**src/rtl/imm_sequencer.sv**
```systemverilog
// imm_sequencer
//   Decode-stage immediate controller. Accepts 16-bit immediates over a
//   valid/ready handshake and produces WIDTH-bit operands: single-shot
//   sign/zero extension, or a HIGH immediate followed by a LOW immediate
//   that is paired into a 32-bit constant (sign-extended from bit 31).
//
// Ports
//   clk_i        clock, rising edge
//   rst_n_i      asynchronous reset, active low
//   flush_i      synchronous discard of all pending/held state
//   in_valid_i   immediate valid
//   in_ready_o   sequencer can accept an immediate this cycle
//   in_imm_i     raw 16-bit immediate
//   in_mode_i    00 SEXT, 01 ZEXT, 10 HIGH, 11 reserved
//   out_valid_o  out_data_o/out_err_o valid
//   out_ready_i  consumer accepts the operand
//   out_data_o   extended operand
//   out_err_o    operand malformed (reserved mode or HIGH overwritten)
//   pending_o    an upper half is held, waiting for its LOW
module imm_sequencer #(
    parameter int WIDTH = 32
) (
    input  logic             clk_i,
    input  logic             rst_n_i,
    input  logic             flush_i,
    input  logic             in_valid_i,
    output logic             in_ready_o,
    input  logic [15:0]      in_imm_i,
    input  logic [1:0]       in_mode_i,
    output logic             out_valid_o,
    input  logic             out_ready_i,
    output logic [WIDTH-1:0] out_data_o,
    output logic             out_err_o,
    output logic             pending_o
);

    typedef enum logic [1:0] {
        S_IDLE     = 2'd0,
        S_WAIT_LOW = 2'd1,
        S_HOLD     = 2'd2
    } state_e;

    localparam logic [1:0] M_SEXT = 2'b00;
    localparam logic [1:0] M_ZEXT = 2'b01;
    localparam logic [1:0] M_HIGH = 2'b10;

    state_e           state_q, state_d;
    logic [WIDTH-1:0] data_q, data_d;
    logic             err_q, err_d;
    logic             valid_q, valid_d;
    logic             pend_q, pend_d;
    logic [15:0]      hi_q, hi_d;
    logic             bad_q, bad_d;   // a HIGH was overwritten before its LOW

    logic             accept, deliver;
    logic [WIDTH-1:0] sext16, zext16, pair_ext;
    logic [31:0]      pair;

    // New-operand decode shared by IDLE and HOLD-with-deliver
    state_e           nw_state;
    logic [WIDTH-1:0] nw_data;
    logic             nw_err;

    // In HOLD the slot frees up exactly when the consumer takes it, so the
    // ready path is combinational to allow one operand per cycle.
    assign in_ready_o = (state_q != S_HOLD) || out_ready_i;
    assign accept     = in_valid_i && in_ready_o;
    assign deliver    = valid_q && out_ready_i;

    always_comb begin
        sext16 = {{(WIDTH-16){in_imm_i[15]}}, in_imm_i};
        zext16 = {{(WIDTH-16){1'b0}}, in_imm_i};
        pair   = {hi_q, in_imm_i};
        // Written as fill-then-overlay so WIDTH == 32 needs no zero-width
        // replication.
        pair_ext       = {WIDTH{pair[31]}};
        pair_ext[31:0] = pair;
    end

    always_comb begin
        nw_state = S_HOLD;
        nw_data  = data_q;
        nw_err   = 1'b0;
        unique case (in_mode_i)
            M_SEXT:  nw_data = sext16;
            M_ZEXT:  nw_data = zext16;
            M_HIGH:  nw_state = S_WAIT_LOW;
            default: begin
                nw_data = '0;
                nw_err  = 1'b1;
            end
        endcase
    end

    always_comb begin
        state_d = state_q;
        data_d  = data_q;
        err_d   = err_q;
        hi_d    = hi_q;
        bad_d   = bad_q;

        if (flush_i) begin
            state_d = S_IDLE;
            err_d   = 1'b0;
            hi_d    = '0;
            bad_d   = 1'b0;
        end else begin
            unique case (state_q)
                S_IDLE, S_HOLD: begin
                    if (state_q == S_HOLD && deliver) state_d = S_IDLE;
                    if (accept) begin
                        state_d = nw_state;
                        if (nw_state == S_WAIT_LOW) begin
                            hi_d  = in_imm_i;
                            bad_d = 1'b0;
                        end else begin
                            data_d = nw_data;
                            err_d  = nw_err;
                        end
                    end
                end
                S_WAIT_LOW: begin
                    if (accept) begin
                        unique case (in_mode_i)
                            M_SEXT, M_ZEXT: begin
                                data_d  = pair_ext;
                                err_d   = bad_q;
                                bad_d   = 1'b0;
                                state_d = S_HOLD;
                            end
                            M_HIGH: begin
                                hi_d  = in_imm_i;
                                bad_d = 1'b1;
                            end
                            default: begin
                                data_d  = '0;
                                err_d   = 1'b1;
                                hi_d    = '0;
                                bad_d   = 1'b0;
                                state_d = S_HOLD;
                            end
                        endcase
                    end
                end
                default: state_d = S_IDLE;
            endcase
        end

        // Status outputs are registered copies of the next-state decode
        valid_d = (state_d == S_HOLD);
        pend_d  = (state_d == S_WAIT_LOW);
    end

    always_ff @(posedge clk_i or negedge rst_n_i) begin
        if (!rst_n_i) begin
            state_q <= S_IDLE;
            data_q  <= '0;
            err_q   <= 1'b0;
            valid_q <= 1'b0;
            pend_q  <= 1'b0;
            hi_q    <= '0;
            bad_q   <= 1'b0;
        end else begin
            state_q <= state_d;
            data_q  <= data_d;
            err_q   <= err_d;
            valid_q <= valid_d;
            pend_q  <= pend_d;
            hi_q    <= hi_d;
            bad_q   <= bad_d;
        end
    end

    assign out_valid_o = valid_q;
    assign out_data_o  = data_q;
    assign out_err_o   = err_q;
    assign pending_o   = pend_q;

endmodule

```
**config.mk**
```make
export PLATFORM = sky130hd
export DESIGN_NAME = imm_sequencer
export DESIGN_NICKNAME = d
export VERILOG_FILES = /design/src/rtl/imm_sequencer.sv
export SDC_FILE = /design/constraint.sdc
export NUM_CORES = 1
export LEC_CHECK = 0
export CAP_MARGIN = 20
export CORE_MARGIN = 2
export CORE_UTILIZATION = 45
export DETAILED_ROUTE_END_ITERATION = 10
export GPL_TIMING_DRIVEN = 0
export PLACE_DENSITY = 0.81
export SLEW_MARGIN = 20
export SYNTH_ARGS = -nofsm -noshare
export SYNTH_HDL_FRONTEND = slang
export SYNTH_SLANG_ARGS = --single-unit
```
**constraint.sdc**
```tcl
create_clock -name clk_i -period 4.5 [get_ports clk_i]
set_input_delay 1.125 -clock clk_i [delete_from_list [all_inputs] [get_ports clk_i]]
set_output_delay 1.125 -clock clk_i [all_outputs]
set_load 0.02 [all_outputs]
```
==> results of run 1 <==
-- final timing paths --
path	start	to	slack (ps)	cells after the start
max	out_ready_i	in_ready_o	990	4
max in group asynchronous	rst_n_i	hi_q[2]	3200	1
min in group asynchronous	rst_n_i	hi_q[7]	850	1
min	out_data_o[27]	out_data_o[27]	510	1
min reg2reg	out_data_o[27]	out_data_o[27]	510	1
max reg2reg	state_q[0]	out_data_o[24]	2510	4
-- per-layer routing --
layer,track usage (%),vias up
li1,-,916
met4,5.42,0
met5,0,-
met3,3.22,2
met2,28.3,52
met1,26.1,953
-- synth_stat cells (2+ instances only) --
| cell type | n | area (um^2) |
|---|---|---|
| a21oi_1 | 2 | 10.0 |
| a221oi_1 | 3 | 26.3 |
| a22o_1 | 16 | 140 |
| buf_2 | 8 | 40.0 |
| buf_4 | 2 | 15.0 |
| buf_6 | 3 | 33.8 |
| clkbuf_1 | 7 | 26.3 |
| dfrtp_1 | 54 | 1350 |
| inv_1 | 3 | 11.3 |
| mux2_2 | 22 | 248 |
| mux2_4 | 10 | 150 |
| mux2i_1 | 16 | 160 |
| nand2_1 | 17 | 63.8 |
| nand2b_1 | 4 | 25.0 |
| nor2b_1 | 18 | 113 |
| nor3b_2 | 2 | 25.0 |
| o211ai_1 | 17 | 128 |
-- logic make-up after synthesis --
logic type	share of synthesized area, %
multiplexers	20.9
AND/OR/NAND/NOR	9.31
AO/OA/AOI/OAI	14.4
flip-flops	50.5
buffers and inverters	4.87
-- final cells by class --
cell class                      instances  area [um^2]
Clock inverter                          1         30.0
Buffer                                 20          115
Tap cell                               75         93.8
Inverter                                4         15.0
Fill cell                             496         2370
Timing Repair Buffer                   57          568
Multi-Input combinational cell        138         1190
Clock buffer                            6         82.6
Sequential cell                        54         1350
-- power by group through the flow --
| stage | registers [mW] | clock network [mW] | logic (mW) |
|---|---|---|---|
| 6_report | 0.557 | 0.330 | 0.293 |
| 3_5_place_dp | 0.566 | 0 | 0.294 |
| 2_1_floorplan | 0.614 | 0 | 0.109 |
| 5_1_grt | 0.562 | 0.363 | 0.312 |
| 4_1_cts | 0.558 | 0.339 | 0.295 |
| 3_3_place_gp | 0.565 | 0 | 0.290 |
-- stage by stage --
| stage | instances | total power [mW] | utilization, % | hold slack (ps) |
|---|---|---|---|---|
| finish | 355 | 1.18 | 59.3 | 513 |
| floorplan | 216 | 0.723 | - | 502 |
| CTS | 355 | 1.19 | 59.3 | 520 |
| global placement | 348 | 0.855 | 57.4 | 492 |
| global route | 355 | 1.24 | 59.3 | 534 |
| detailed placement | 348 | 0.860 | 57.4 | 496 |
-- sequential cells by signal (all words and copies together), names as in the netlist --
name / count
bad_q: 1
pending_o: 1
out_data_o: 32
hi_q: 16
state_q: 2
out_err_o: 1
out_valid_o: 1
==> results.md, run 1 <==
- Clock buffer depth: 2
- Worst setup margin: roughly 1000 ps
- Setup TNS Final: 0 ps
- Clk pwr share: around 28%
- Asr flop ratio synth: 100%
- Worst path arrival time: 2380 ps
- Clk sink count: between 50 and 60
- Worst slew margin: between 50 and 60%
- Worst path bufs/invs: 2
- CP Capture Type: primary output
- DIE WIDTH: 81.1 um
- Syn Nets: 239
- Routed wl met2: approximately 2.7 mm
- Final Hold Fails: 0
- Post-DRT Antenna Nets: 0
- #FFs+latches synth: 54
- Highest Signal Layer: met4
- Pint: about 0.86 mW
- CP Max Fanout: 4
- Antenna diode instance count: 0
- EDFF count, synth: 0
- Layout area overhead: 29.0%
- Max IR drop VDD: between 0.2 and 0.25 mV
- Final Cycle Share: between 70% and 80%
- Setup CP Type: in2out
- Cell Area, Placed: about 3300 um^2
- Die area: approximately 6600 um^2
- RSZ-0062 raised after global routing: no
- CTS clock-pin slew for the worst setup and hold paths: about 90 ps
- WL met3: ~240 um
- Commonest non-fill, non-tap cells in the layout: clkdlybuf4s50_1 (56), dfrtp_1 (54), mux2_2 (22)
- Number of max-slew violations in the final report: 0
- Largest net degree at the start of global routing: 55
- Setup bufs post-CTS: 0
- Vias per inst: about 5.4
- Antenna violations before repair: 0
- First-pass GRT wire length: between 9 and 10 mm
- Layout cell share with drive strength beyond 1: 21.1%
- Slowest CP cell: clkdlybuf4s50_1
- CP required: roughly 3400 ps
- Leakage power: about 1.6 nW
- Top_reg_cell synth: dfrtp_1
- Sequential Power Share: 47.3%
- Final setup violating endpoints: 0
- DRC errors left: 0
- Mapped Area: 2670 um^2
- TritonCTS clock tree: done
- Port bufs: between 50 and 60
- Final Wtd Congestion: roughly 0.87
- Top cell by count, worst path: clkdlybuf4s50_1
- Routed length per instance: roughly 16 um
- Switching share of power: between 20% and 30%
- GRT overflow: 0
- Crit path max-delay family: buffers and inverters
- YS warnings: 0
- Final wirelength: between 5 and 6 mm
- Yosys cell types: 29
- Peak Freq: 285 MHz
- Crit path cell chain: clkdlybuf4s50_1, nor2b_1, nand2b_1, clkdlybuf4s50_1
- CORE AREA: about 5800 um^2
- Sw power: between 0.3 and 0.4 mW
- # rows: 28
- Mapped Cells: around 220
- Slew @ Worst Pin: ~700 ps
- CTS H-tree lvls: 2
- Syn avg cell area: 12.4 um^2
- Status: finished clean
- Logic pwr share: around a quarter
- Post-CTS sizing: 0
- Num CTS Buffers: 5
- Commonest non-fill, non-tap cell in the layout: clkdlybuf4s50_1
- Post-CTS Hold Buffers: 0
- Vias: approximately 1,900
- Worst-skew pair later-pin latency: 310 ps
- IO Pins: 59
- Initial cell density of the core: between 40% and 50%
- Vias in the first global route: about 1,900
- Clk root buf: clkbuf_8
- Nets: 303
- Post-placement worst setup slack: between 900 and 1000 ps
- GR Util All Layers: 18.2%
- Clock skew: 12.5 ps
- Worst path max stage delay: approximately 600 ps
- Hpwl dp: between 4 and 5 mm
- Max-cap violations: 0
- Final instance area: between 3000 and 4000 um^2
- Starting DRT DRC Count: 124
- Crit path time final: 3510 ps
- Wl on met1: 2.67 mm
- Seq/Total Area, Yosys: a little over 50%
- Hold WC Path Type: reg2reg
- Detailed Routing Iterations Pass 1: 4
- Crit start category: input port
- PwrDens: about 340 nW/um^2
- Chip height: 81.1 um
Power figures use the tool's default switching activity.
==> run 2, diff against run 1 <==
==> constraint.sdc (replaced) <==
create_clock -name clk_i -period 3.3 [get_ports clk_i]
set_input_delay 0.825 -clock clk_i [delete_from_list [all_inputs] [get_ports clk_i]]
set_output_delay 0.825 -clock clk_i [all_outputs]
set_load 0.02 [all_outputs]
==> results of run 2 <==
Same layout as run 1 (identical final DEF). Status: finished clean.
Main changes from that run: setup slack after placement 992 ps -> 374 ps; setup slack after layout 991 ps -> 391 ps; register-to-register setup slack 2510 ps -> 1310 ps; total power 1.18 mW -> 1.61 mW; worst IR drop on VDD 0.240 mV -> 0.327 mV
